## src/rtl/ipsl_expd_uart_cmd_apb.sv

```systemverilog
// UART byte-stream command engine: parses command frames and runs one APB access per frame.
// Optional access timeout is enabled by defining IPSL_EXPD_CMD_TIMEOUT_EN.
module ipsl_expd_uart_cmd_apb #(
    parameter int TIMEOUT_CYCLES = 4096
) (
    input  logic        i_uart_clk,
    input  logic        i_uart_rst_n,
    input  logic        i_rx_vld,
    input  logic [7:0]  i_rx_data,
    output logic        o_tx_vld,
    output logic [7:0]  o_tx_data,
    input  logic        i_tx_rdy,
    output logic        o_uart_p_sel,
    output logic [3:0]  o_uart_p_strb,
    output logic [15:0] o_uart_p_addr,
    output logic [31:0] o_uart_p_wdata,
    output logic        o_uart_p_ce,
    output logic        o_uart_p_we,
    input  logic        i_uart_p_rdy,
    input  logic [31:0] i_uart_p_rdata,
    output logic        o_busy,
    output logic        o_cmd_err,
    output logic        o_rx_drop
);

    localparam logic [7:0] STATUS_OK  = 8'hA5;
    localparam logic [7:0] STATUS_TMO = 8'hEE;

    typedef enum logic [2:0] {
        S_CMD    = 3'd0,
        S_ADDR   = 3'd1,
        S_WDATA  = 3'd2,
        S_SETUP  = 3'd3,
        S_ACCESS = 3'd4,
        S_RESP   = 3'd5
    } state_t;

    state_t      state_q, state_d;
    logic [2:0]  cnt_q, cnt_d;
    logic        we_q;
    logic [3:0]  strb_q;
    logic [15:0] addr_q;
    logic [31:0] wdata_q;
    logic [31:0] rdata_q;
    logic        tx_vld_q;
    logic [7:0]  tx_data_q;
    logic        cmd_err_q;
    logic        rx_drop_q;

    logic        cmd_legal;
    logic        tmo_hit;
    logic        acc_done;
    logic        tx_hs;
    logic        last_byte;
    logic [7:0]  next_byte;

    assign cmd_legal = (i_rx_data[6:4] == 3'b000);
    assign tx_hs     = tx_vld_q & i_tx_rdy;
    // Writes answer with the status byte only; reads add four data bytes.
    assign last_byte = we_q | (cnt_q == 3'd4);
    assign acc_done  = i_uart_p_rdy | tmo_hit;

`ifdef IPSL_EXPD_CMD_TIMEOUT_EN
    localparam int TMO_W = (TIMEOUT_CYCLES > 2) ? $clog2(TIMEOUT_CYCLES) : 1;
    localparam logic [TMO_W-1:0] TMO_LAST = TMO_W'(TIMEOUT_CYCLES - 1);

    logic [TMO_W-1:0] tmo_q;

    always_ff @(posedge i_uart_clk or negedge i_uart_rst_n) begin
        if (!i_uart_rst_n) begin
            tmo_q <= '0;
        end else if (state_q != S_ACCESS) begin
            tmo_q <= '0;
        end else if (tmo_q != TMO_LAST) begin
            tmo_q <= tmo_q + 1'b1;
        end
    end

    // rdy on the final allowed cycle still completes normally.
    assign tmo_hit = (state_q == S_ACCESS) && !i_uart_p_rdy && (tmo_q == TMO_LAST);
`else
    assign tmo_hit = 1'b0;
`endif

    always_ff @(posedge i_uart_clk or negedge i_uart_rst_n) begin
        if (!i_uart_rst_n) begin
            state_q <= S_CMD;
            cnt_q   <= 3'd0;
        end else begin
            state_q <= state_d;
            cnt_q   <= cnt_d;
        end
    end

    always_comb begin
        state_d = state_q;
        case (state_q)
            S_CMD:    if (i_rx_vld && cmd_legal) state_d = S_ADDR;
            S_ADDR:   if (i_rx_vld && cnt_q == 3'd1) state_d = we_q ? S_WDATA : S_SETUP;
            S_WDATA:  if (i_rx_vld && cnt_q == 3'd3) state_d = S_SETUP;
            S_SETUP:  state_d = S_ACCESS;
            S_ACCESS: if (acc_done) state_d = S_RESP;
            S_RESP:   if (tx_hs && last_byte) state_d = S_CMD;
            default:  state_d = S_CMD;
        endcase

        cnt_d = cnt_q;
        if (state_d != state_q) begin
            cnt_d = 3'd0;
        end else if (((state_q == S_ADDR || state_q == S_WDATA) && i_rx_vld) ||
                     (state_q == S_RESP && tx_hs)) begin
            cnt_d = cnt_q + 3'd1;
        end
    end

    always_comb begin
        o_uart_p_sel = (state_q == S_SETUP) || (state_q == S_ACCESS);
        o_uart_p_ce  = (state_q == S_ACCESS);
        o_busy       = (state_q != S_CMD);
    end

    // cnt_q is the index of the byte currently on o_tx_data.
    always_comb begin
        case (cnt_q)
            3'd0:    next_byte = rdata_q[31:24];
            3'd1:    next_byte = rdata_q[23:16];
            3'd2:    next_byte = rdata_q[15:8];
            default: next_byte = rdata_q[7:0];
        endcase
    end

    always_ff @(posedge i_uart_clk or negedge i_uart_rst_n) begin
        if (!i_uart_rst_n) begin
            we_q      <= 1'b0;
            strb_q    <= 4'd0;
            addr_q    <= 16'd0;
            wdata_q   <= 32'd0;
            rdata_q   <= 32'd0;
            tx_vld_q  <= 1'b0;
            tx_data_q <= 8'd0;
            cmd_err_q <= 1'b0;
            rx_drop_q <= 1'b0;
        end else begin
            cmd_err_q <= (state_q == S_CMD) && i_rx_vld && !cmd_legal;
            rx_drop_q <= i_rx_vld && ((state_q == S_SETUP) || (state_q == S_ACCESS) ||
                                      (state_q == S_RESP));

            if (state_q == S_CMD && i_rx_vld && cmd_legal) begin
                we_q   <= i_rx_data[7];
                strb_q <= i_rx_data[3:0];
            end
            if (state_q == S_ADDR && i_rx_vld) begin
                addr_q <= {addr_q[7:0], i_rx_data};
            end
            if (state_q == S_WDATA && i_rx_vld) begin
                wdata_q <= {wdata_q[23:0], i_rx_data};
            end

            if (state_q == S_ACCESS && acc_done) begin
                rdata_q   <= i_uart_p_rdy ? i_uart_p_rdata : 32'd0;
                tx_vld_q  <= 1'b1;
                tx_data_q <= i_uart_p_rdy ? STATUS_OK : STATUS_TMO;
            end else if (state_q == S_RESP && tx_hs) begin
                if (last_byte) begin
                    tx_vld_q <= 1'b0;
                end else begin
                    tx_data_q <= next_byte;
                end
            end
        end
    end

    assign o_tx_vld       = tx_vld_q;
    assign o_tx_data      = tx_data_q;
    assign o_uart_p_strb  = strb_q;
    assign o_uart_p_addr  = addr_q;
    assign o_uart_p_wdata = wdata_q;
    assign o_uart_p_we    = we_q;
    assign o_cmd_err      = cmd_err_q;
    assign o_rx_drop      = rx_drop_q;

endmodule
```

## config.mk

```make
export PLATFORM = sky130hd
export DESIGN_NAME = ipsl_expd_uart_cmd_apb
export DESIGN_NICKNAME = d
export VERILOG_FILES = /design/src/rtl/ipsl_expd_uart_cmd_apb.sv
export SDC_FILE = /design/constraint.sdc
export NUM_CORES = 1
export LEC_CHECK = 0
export ABC_AREA = 1
export BUFFER_PORTS_ARGS = -buffer_cell sky130_fd_sc_hd__buf_2
export CAP_MARGIN = 30
export CORE_UTILIZATION = 53
export DETAILED_ROUTE_END_ITERATION = 16
export PLACE_DENSITY = 0.81
export SETUP_SLACK_MARGIN = 0.15
export SLEW_MARGIN = 40
export SYNTH_ARGS = -nofsm -noshare
export SYNTH_HDL_FRONTEND = slang
export SYNTH_SLANG_ARGS = --single-unit
```

## constraint.sdc

```tcl
create_clock -name i_uart_clk -period 1.8 [get_ports i_uart_clk]
set_input_delay 0.18 -clock i_uart_clk [delete_from_list [all_inputs] [get_ports i_uart_clk]]
set_output_delay 0.18 -clock i_uart_clk [all_outputs]
set_load 0.01 [all_outputs]
```

==> flow_summary.yaml <==
floorplan:
  die_y_um: 93.0
  fp.dieW_um: 93.0
  row_count: 32
  num_io_pins: 112
  initial_core_util: 0.559
  dieArea_um2: 8640
  core_um2: 7850
route:
  routed_via_density: 5.01
  drc: 0
  drtIter0Drc: 176
  wl_per_cell_um: 13.5
  dr.pass1.iters: 4
  wirelength_um: 10200
  drtAntennaViolNets: 0
  num_vias: 3763
sta:
  fin_tns_setup_ns: 0
  slew_viol_final: 0
  skew_ns: 0.00929
  report.final.hold_viol_count: 0
  max_slew_margin: 0.766
  fmaxAchievable_ghz: 0.649
  fin_crit_sh: 0.855
  grt_setup_unrepaired: "yes"
  worstMarginPinSlew_ns: 0.351
  finalCriticalPeriod_ns: 1.54
  setup_viol: 0
clock_tree:
  htree_levels: 3
  cts_buffer_depth: 2
  numCtsBuffers: 9
  cts_tree: "built"
  cts.reportedPaths.clkPinSlew_ns: 0.10
  clk_latency_ns: 0.37
  root_buffer: "clkbuf_8"
  clkSinkCount: 102
finish:
  multi_input_area_um2: 1590
  seqCellArea_um2: 2550
  n_fill_cell: 674
  drive_gt1_frac: 0.248
  area_growth_pct: 23.0
  diodes: 0
  num-nets-final: 694
setup_path:
  cpMostUsedCell: "inv_1"
  path_class: "reg -> reg"
  startpoint: "cnt_q[1]$_DFFE_PN0P_"
  cp-start-kind: "register"
  worstPathMaxFanout: 4
  crit_path_max_incr_delay_ns: 0.43
  cp.depth: 10
  slowest_stage: "dfrtp_1"
  reg2reg_slack_ns: 0.26
  reg2reg_from: "cnt_q[1]$_DFFE_PN0P_"
  r2r-end: "o_tx_data[0]$_DFFE_PN0P_"
  cp.arrival_ns: 1.85
  endpoint: "o_tx_data[0]$_DFFE_PN0P_"
  critPathRequiredTime_ns: 2.11
  cp-end-kind: "register"
  rr_worst_depth: 10
  worstPathCellList: "inv_1 -> ha_2 -> inv_1 -> nor2_2 -> nand2_1 -> o21ai_0 -> nor2_1 -> nand3_1 -> nand2_1 -> inv_1"
  crit_family: "simple AND/OR/NAND/NOR gates"
  cp.buffers_inverters: 3
synthesis:
  synth_most_common_cell: "nand2_1"
  synth_top_area_frac: 0.582
  seq_area_frac_synth: 0.582
  synth.cell_area_um2: 4390
  syn_nets: 576
  synth_cell_types: 21
  synth_commonest_cells: "nand2_1 (226), dfrtp_1 (102), inv_1 (49)"
  yosys_register_bits: 102
  synthTopCellsByArea: "dfrtp_1 (58%), nand2_1 (19%), o21ai_0 (5.5%), inv_1 (4.2%), nor2_1 (2.4%)"
  synth-edff-count: 0
  yosysWarningCount: 0
  synthCells: 526
  synth_area_per_cell_um2: 8.34
  synth_flop_cell: "dfrtp_1"
  async_reset_ff_frac: 1.00
  yosysTopAreaCell: "dfrtp_1"
grt:
  grt_overflow_total: 0
  grt_pass1_wl_um: 16700
  grt_max_degree: 62
  antenna_found_initial: 0
  grtUsageTotal: 0.250
  grt_pass1_vias: 3667
power_and_ir_drop:
  p_total_mw: 8.78
  pwr_density_cell_nw_per_um2: 1630
  p_leak_nw: 3.01
  vdd_ir_drop_max_uv: 728
status:
  status: "completed"
place:
  dp_hpwl_um: 7200
  numPortBuffers: 111
  place_congestion: 0.866
worst_hold_path:
  hold_class: "in -> reg"
  min_from: "i_uart_p_rdata[9]"
run:
  drv_cap: 0
[routing by layer]
layer	vias up	GRT usage	wire (µm)	part of all wire
met5	-	0	0	0
li1	1870	-	-	-
met4	0	0.128	291	0.029
met2	130	0.398	4920	0.48
met3	23	0.0337	427	0.042
met1	1740	0.336	4530	0.45
[layout make-up]
class | instances | area share
Clock buffer | 9 | 0.0230
Clock inverter | 7 | 0.0118
Inverter | 55 | 0.0387
Multi-Input combinational cell | 351 | 0.295
Sequential cell | 102 | 0.474
Tap cell | 102 | 0.0237
Timing Repair Buffer | 125 | 0.134
[flip-flops by register name, summed over array words and instances, names as in the netlist, 3 cells and up]
signal          count
rdata_q            32
cnt_q               3
o_tx_data           8
o_uart_p_strb       4
state_q             3
o_uart_p_wdata     32
o_uart_p_addr      16
[through the flow]
stage           util  instances  setup WS, ns  cell area (µm²)  hold slack (ns)
2_1_floorplan      -        526         0.346             4390           -0.116
3_3_place_gp   0.645        727         0.197             5060          0.00233
3_5_place_dp   0.645        727        0.0727             5060          0.00507
4_1_cts        0.680        750         0.170             5330          0.00127
5_1_grt        0.688        751         0.113             5400          0.00383
6_report       0.688        751         0.260             5400           0.0132
[how the worst min path moves through the flow]
stage / slack [ns] / end / depth (start not counted)
final: 0.01 / rdata_q[9]$_DFFE_PN0P_ / 3
after detailed placement: 0.005 / o_uart_p_addr[3]$_DFFE_PN0P_ / 1
after CTS: 0.001 / rdata_q[1]$_DFFE_PN0P_ / 3
after global placement: 0.002 / o_uart_p_addr[10]$_DFFE_PN0P_ / 1
after global routing: 0.004 / rdata_q[12]$_DFFE_PN0P_ / 3
after floorplan: -0.12 / cnt_q[0]$_DFFE_PN0P_ / 0
[worst reg2reg max path, stage by stage (launching register included)]
cell and delay (ns):
dfrtp_1 0.43, inv_1 0.13, ha_2 0.24, inv_1 0.07, nor2_2 0.16, nand2_1 0.11
o21ai_0 0.11, nor2_1 0.07, nand3_1 0.07, nand2_1 0.05, inv_1 0.05
[cell usage in the layout, fill, tap and decap left out, types with 2 or more instances in the layout]
| master | netlist | routed |
|---|---|---|
| nor2_4 | 2 | 5 |
| o21ai_1 | 4 | 5 |
| nand3_2 | 4 | 5 |
| inv_8 | 0 | 3 |
| inv_2 | 6 | 7 |
| dfrtp_1 | 102 | 100 |
| buf_12 | 0 | 3 |
| buf_4 | 5 | 4 |
| buf_2 | 6 | 110 |
| ha_1 | 5 | 3 |
| inv_1 | 49 | 47 |
| o21ai_0 | 48 | 47 |
| clkbuf_8 | 0 | 9 |
| nor2_1 | 28 | 26 |
| nand4_1 | 8 | 8 |
| a21oi_1 | 2 | 2 |
| nand2_1 | 226 | 224 |
| dlygate4sd3_1 | 0 | 7 |
| dfrtp_2 | 0 | 2 |
| nand3_1 | 19 | 17 |
[power by group]
group	switching, mW	internal [mW]	leakage (nW)
registers	0.629	3.30	1.28
clock network	0.836	0.537	0.0956
logic	2.15	1.33	1.64
total	3.61	5.16	3.01
[kinds of logic after synthesis]
logic type | share of synthesized area
buffers and inverters | 0.0688
and+or+nand+nor | 0.272
adders and majority gates | 0.0143
AOI/OAI and AO/OA | 0.0633
DFF | 0.582
[timing repair]
| item | 4_1_cts | 5_1_grt |
|---|---|---|
| hold buffers | 7 | 0 |
| pin swaps | 0 | 1 |
| resized for setup | 5 | 17 |
| hold endpoints to repair | 108 | 0 |
| endpoints found under the setup margin | 8 | 15 |
| buffers inserted | 0 | 1 |
Power figures use the tool's default switching activity.
